==> config.mk <==
export PLATFORM = sky130hd
export DESIGN_NAME = i3c_target_data_engine
export DESIGN_NICKNAME = d
export VERILOG_FILES = /design/src/rtl/i3c_target_data_engine.sv
export SDC_FILE = /design/constraint.sdc
export NUM_CORES = 1
export LEC_CHECK = 0
export CAP_MARGIN = 40
export CORE_UTILIZATION = 45
export DETAILED_ROUTE_END_ITERATION = 8
export PLACE_DENSITY = 0.7
export SKIP_LAST_GASP = 1
export SYNTH_ARGS = -nofsm -noshare
export SYNTH_HDL_FRONTEND = slang
export SYNTH_SLANG_ARGS = --single-unit
==> constraint.sdc <==
create_clock -name clk_i -period 4.4 [get_ports clk_i]
set_input_delay 0.88 -clock clk_i [delete_from_list [all_inputs] [get_ports clk_i]]
set_output_delay 0.88 -clock clk_i [all_outputs]
set_load 0.01 [all_outputs]
==> src/rtl/i3c_target_data_engine.sv <==
// I3C target-side private-transfer data engine: receives controller writes with
// T-bit parity checking and serializes controller reads with an end-of-data T-bit.
module i3c_target_data_engine #(
  parameter int DATA_WIDTH = 8,
  parameter int CNT_WIDTH  = 8
) (
  input  logic                  clk_i,
  input  logic                  rst_i,
  input  logic                  xfer_en_i,
  input  logic                  is_read_i,
  input  logic                  scl_i,
  input  logic                  sda_i,
  output logic                  sda_o,
  output logic                  sda_oe_o,
  input  logic [DATA_WIDTH-1:0] tx_data_i,
  input  logic                  tx_last_i,
  input  logic                  tx_valid_i,
  output logic                  tx_ready_o,
  output logic [DATA_WIDTH-1:0] rx_data_o,
  output logic                  rx_valid_o,
  output logic                  rx_par_err_o,
  output logic                  tx_underrun_o,
  output logic                  done_o,
  output logic [CNT_WIDTH-1:0]  byte_cnt_o
);

  localparam int BW = $clog2(DATA_WIDTH + 1);
  localparam logic [BW-1:0] LAST_BIT = BW'(DATA_WIDTH - 1);
  localparam logic [BW-1:0] ALL_BITS = BW'(DATA_WIDTH);

  typedef enum logic [2:0] {
    IDLE, RX_BITS, RX_TBIT, TX_LOAD, TX_BITS, TX_TBIT, DONE
  } state_t;

  state_t                  state_reg, state_next;
  logic                    scl_q;
  logic [DATA_WIDTH-1:0]   shift_reg, shift_next;
  logic [BW-1:0]           bit_cnt_reg, bit_cnt_next;
  logic                    last_reg, last_next;
  logic                    sda_reg, sda_next;
  logic                    oe_reg, oe_next;
  logic [DATA_WIDTH-1:0]   rx_data_reg, rx_data_next;
  logic                    rx_valid_reg, rx_valid_next;
  logic                    par_err_reg, par_err_next;
  logic                    underrun_reg, underrun_next;
  logic                    done_reg, done_next;
  logic [CNT_WIDTH-1:0]    byte_cnt_reg, byte_cnt_next;
  logic [CNT_WIDTH-1:0]    byte_cnt_inc;
  logic                    rise, fall;

  assign rise = scl_i & ~scl_q;
  assign fall = ~scl_i & scl_q;
  assign byte_cnt_inc = (&byte_cnt_reg) ? byte_cnt_reg : byte_cnt_reg + 1'b1;

  // Gated by xfer_en_i so no handshake is offered in the cycle an abort is seen.
  assign tx_ready_o    = (state_reg == TX_LOAD) && xfer_en_i;
  assign sda_o         = sda_reg;
  assign sda_oe_o      = oe_reg;
  assign rx_data_o     = rx_data_reg;
  assign rx_valid_o    = rx_valid_reg;
  assign rx_par_err_o  = par_err_reg;
  assign tx_underrun_o = underrun_reg;
  assign done_o        = done_reg;
  assign byte_cnt_o    = byte_cnt_reg;

  always_comb begin
    state_next    = state_reg;
    shift_next    = shift_reg;
    bit_cnt_next  = bit_cnt_reg;
    last_next     = last_reg;
    sda_next      = sda_reg;
    oe_next       = oe_reg;
    rx_data_next  = rx_data_reg;
    rx_valid_next = 1'b0;
    par_err_next  = par_err_reg;
    underrun_next = 1'b0;
    done_next     = 1'b0;
    byte_cnt_next = byte_cnt_reg;

    if (state_reg != IDLE && !xfer_en_i) begin
      state_next   = IDLE;
      sda_next     = 1'b1;
      oe_next      = 1'b0;
      bit_cnt_next = '0;
    end else begin
      case (state_reg)
        IDLE: begin
          sda_next      = 1'b1;
          oe_next       = 1'b0;
          bit_cnt_next  = '0;
          byte_cnt_next = '0;
          if (xfer_en_i) state_next = is_read_i ? TX_LOAD : RX_BITS;
        end
        RX_BITS: begin
          if (rise) begin
            shift_next = {shift_reg[DATA_WIDTH-2:0], sda_i};
            if (bit_cnt_reg == LAST_BIT) begin
              bit_cnt_next = '0;
              state_next   = RX_TBIT;
            end else begin
              bit_cnt_next = bit_cnt_reg + 1'b1;
            end
          end
        end
        RX_TBIT: begin
          if (rise) begin
            rx_data_next  = shift_reg;
            rx_valid_next = 1'b1;
            par_err_next  = ~(^{shift_reg, sda_i});
            byte_cnt_next = byte_cnt_inc;
            state_next    = RX_BITS;
          end
        end
        TX_LOAD: begin
          // Handshake takes priority over a coincident falling edge.
          if (tx_valid_i) begin
            shift_next   = tx_data_i;
            last_next    = tx_last_i;
            sda_next     = tx_data_i[DATA_WIDTH-1];
            oe_next      = 1'b1;
            bit_cnt_next = '0;
            state_next   = TX_BITS;
          end else if (fall) begin
            underrun_next = 1'b1;
            sda_next      = 1'b1;
            oe_next       = 1'b0;
            state_next    = DONE;
          end
        end
        TX_BITS: begin
          // A fall before the first counted rise belongs to the previous bit slot.
          if (rise) begin
            bit_cnt_next = bit_cnt_reg + 1'b1;
          end else if (fall && bit_cnt_reg != '0) begin
            if (bit_cnt_reg == ALL_BITS) begin
              sda_next     = ~last_reg;
              bit_cnt_next = '0;
              state_next   = TX_TBIT;
            end else begin
              shift_next = shift_reg << 1;
              sda_next   = shift_reg[DATA_WIDTH-2];
            end
          end
        end
        TX_TBIT: begin
          if (rise) begin
            byte_cnt_next = byte_cnt_inc;
            if (last_reg) begin
              sda_next   = 1'b1;
              oe_next    = 1'b0;
              done_next  = 1'b1;
              state_next = DONE;
            end else begin
              state_next = TX_LOAD;
            end
          end
        end
        DONE: begin
          sda_next = 1'b1;
          oe_next  = 1'b0;
        end
        default: state_next = IDLE;
      endcase
    end
  end

  always_ff @(posedge clk_i) begin
    if (rst_i) begin
      state_reg    <= IDLE;
      scl_q        <= 1'b1;
      shift_reg    <= '0;
      bit_cnt_reg  <= '0;
      last_reg     <= 1'b0;
      sda_reg      <= 1'b1;
      oe_reg       <= 1'b0;
      rx_data_reg  <= '0;
      rx_valid_reg <= 1'b0;
      par_err_reg  <= 1'b0;
      underrun_reg <= 1'b0;
      done_reg     <= 1'b0;
      byte_cnt_reg <= '0;
    end else begin
      state_reg    <= state_next;
      scl_q        <= scl_i;
      shift_reg    <= shift_next;
      bit_cnt_reg  <= bit_cnt_next;
      last_reg     <= last_next;
      sda_reg      <= sda_next;
      oe_reg       <= oe_next;
      rx_data_reg  <= rx_data_next;
      rx_valid_reg <= rx_valid_next;
      par_err_reg  <= par_err_next;
      underrun_reg <= underrun_next;
      done_reg     <= done_next;
      byte_cnt_reg <= byte_cnt_next;
    end
  end

endmodule
==> flow_summary.ini <==
[run_status]
status = completed

[setup_path]
crit_family = buffers and inverters
r2r_slack_ps = 2110
cp_data_arrival_time_ps = 2270
setup.worst_path.start = xfer_en_i
cp_cell_sequence = clkdlybuf4s50_1 -> and3_1 -> clkdlybuf4s50_1
start_kind = input pin
crit_required_ps = 3520
worstSetupPathType = in2out
path_buf_inv = 2
rr_startpoint = state_reg[1]$_SDFFE_PP0P_
critPathMostFrequentCell = clkdlybuf4s50_1
cp_slowest_stage_delay_ps = 600
end_kind = output pin
cp_slowest_cell = clkdlybuf4s50_1
r2r-end = state_reg[0]$_SDFFE_PP0P_
crit_end = tx_ready_o
reg2reg_depth = 5
worst-path-stages = 3
path_max_fanout = 7

[routing]
viasPerCell = 5.49
wl_per_cell_um = 13.8
wl_met1_um = 2520
finalWirelength_um = 5000
met2_length_um = 2200
highest_layer = met4
drt.antenna.violating_nets = 0
firstDrtPassIters = 4
num_vias = 1988
drtIter0Drc = 130
wl_met3_um = 212
drc_errors = 0

[sta]
drv_slew = 0
hold_violations = 0
layout_setup_ws_ps = 1250
fmax_ghz = 0.317
fin_worst_skew_ps = 3.32
setup_viol = 0
period_share = 0.716
min_period_ps = 3150
tightest_slew_ps = 598
slew_headroom = 0.601
fin_setup_tns_ps = 0
hold_slack_ps = 489
rsz0062_at_grt = no

[cells_and_area]
multiInputGateArea_um2 = 1310
layout.cells.most_common_list = dfxtp_1 (39), clkdlybuf4s50_1 (38), nor2_1 (31), a21oi_1 (19), nand3_1 (15)
ff_latch_area_um2 = 781
nets = 313
nFillCells = 410
final-instance-count-excl-fill = 362
antenna_cells_inserted = 0
syn_to_final_growth_pct = 24.6
drive_above_1_share = 0.0814
mostFrequentLayoutCell = dfxtp_1
utilization = 0.580
design_area_um2 = 2740

[global_routing]
grt_util_all_layers = 0.206
grt_start_max_net_pins = 23
overflow = 0
grt_pass1_vias = 1762
grt_pass1_wl_um = 8440
antenna_found_initial = 0

[die]
die_area_um2 = 5170
pin_count = 39
design.core.area_um2 = 4720
start_util = 0.466
chipWidth_um = 71.9
die_h_um = 71.9
rows = 25

[power]
p_comb_frac = 0.351
p_clk_frac = 0.295
pwr-share-seq = 0.354
power.density_nw_per_um2 = 444
swShare = 0.351
p_leak_nw = 0.923
peakVddDrop_mv = 0.281
p_int_uw = 790
total_power_mw = 1.22
p_switching_uw = 427

[placed_design]
place_inst = 354
place_area_um2 = 2610
portBuffers = 38
gp_congestion = 0.874
pre_cts_slack_ps = 1270
dp_hpwl_um = 3480

[logic_synthesis]
syn-num-nets = 281
syn-instance-count = 262
synthFlopType = dfxtp_1
synth_edf_count = 0
ys_types = 59
syn-cell-area_um2 = 2200
ys_seq_area_frac = 0.355
avgSynthCellArea_um2 = 8.40
synthArstFlopShare = 0
ys_ff_latch = 39
ys_warn_count = 0

[clocking]
post_cts_resized = 0
cts.sinks = 39
cts-root-buf = clkbuf_8
path_clk_slew_ps = 80
cts_hold_buf = 0
cts_tree = yes
cts_buffers = 5
clock_path_buffers = 2
htreeDepth = 2
worst_skew_pair.late_latency_ps = 300
post_cts_buffers = 0

[run]
max_cap_violations = 0

[worst_hold_path]
hold_path.class = reg2reg
hold_depth = 2
==> how the worst min path moves through the flow <==
| stage | endpoint | slack [ps] | startpoint |
|---|---|---|---|
| floorplan | bit_cnt_reg[3]$_SDFFE_PP0P_ | 490 | bit_cnt_reg[3]$_SDFFE_PP0P_ |
| global placement | rx_data_o[4]$_SDFFE_PP0P_ | 480 | rx_data_o[4]$_SDFFE_PP0P_ |
| detailed placement | sda_oe_o$_SDFFE_PP0P_ | 470 | sda_oe_o$_SDFFE_PP0P_ |
| CTS | sda_oe_o$_SDFFE_PP0P_ | 490 | sda_oe_o$_SDFFE_PP0P_ |
| global route | sda_oe_o$_SDFFE_PP0P_ | 510 | sda_oe_o$_SDFFE_PP0P_ |
| finish | sda_oe_o$_SDFFE_PP0P_ | 490 | sda_oe_o$_SDFFE_PP0P_ |
==> final cells by class <==
type,instances,share of cell area
multi-input cells,202,0.479
flip-flops and latches,39,0.285
repair buffers,41,0.150
well taps,67,0.0306
clock buffers,6,0.0265
clock inverters,2,0.0219
inverters,5,0.00685
==> metal layers <==
| layer | GRT usage | vias to the layer above |
|---|---|---|
| met4 | 0.0719 | 0 |
| met1 | 0.298 | 915 |
| met3 | 0.0389 | 6 |
| met2 | 0.307 | 49 |
| met5 | 0 | - |
| li1 | - | 1018 |
==> cell families after synthesis <==
kind of cell	count (synthesis)	synth area share
xor gates and xnor gates	8	0.0319
AOI/OAI and AO/OA	68	0.220
DFF	39	0.355
muxes	12	0.0546
buffers and inverters	21	0.0478
adders and majority gates	3	0.0171
and+or+nand+nor	111	0.274
==> tightest hold or removal path, stage by stage, from the launching register on <==
cell and delay, ps:
dfxtp_1 310, o21ai_0 70, a21oi_1 60
==> cells in the mapped netlist (2+ instances only) <==
cell type  instances  area share
a211oi_1           4       0.014
a21o_1             2      0.0068
a21oi_1           19       0.043
a311oi_1           8       0.032
a31oi_1            2      0.0057
and2b_1            2      0.0068
and3_1             6       0.017
and3b_1            2      0.0080
buf_2              6       0.014
buf_4              3       0.010
clkbuf_1           6       0.010
dfxtp_1           39        0.35
ha_1               3       0.017
inv_1              4      0.0068
mux2i_1           12       0.055
nand2_1           13       0.022
nand2b_1           6       0.017
nand3_1           15       0.034
nand3b_1           5       0.017
nor2_1            31       0.053
nor2b_1            4       0.011
nor3_1             7       0.016
nor3b_1            3       0.010
o21ai_0           14       0.032
or2_1              2      0.0057
or3_1              2      0.0057
or3b_1             2      0.0080
or4_1              3       0.010
xnor2_1            6       0.024
xor2_1             2      0.0080
==> power by group through the flow <==
stage | combinational, mW | clock (mW) | sequential, mW
after floorplan | 0.375 | 0 | 0.404
after global placement | 0.415 | 0 | 0.437
after detailed placement | 0.425 | 0 | 0.438
after CTS | 0.426 | 0.367 | 0.430
after global routing | 0.479 | 0.379 | 0.437
final | 0.428 | 0.359 | 0.431
No activity file was read; power rests on OpenSTA's default activity.
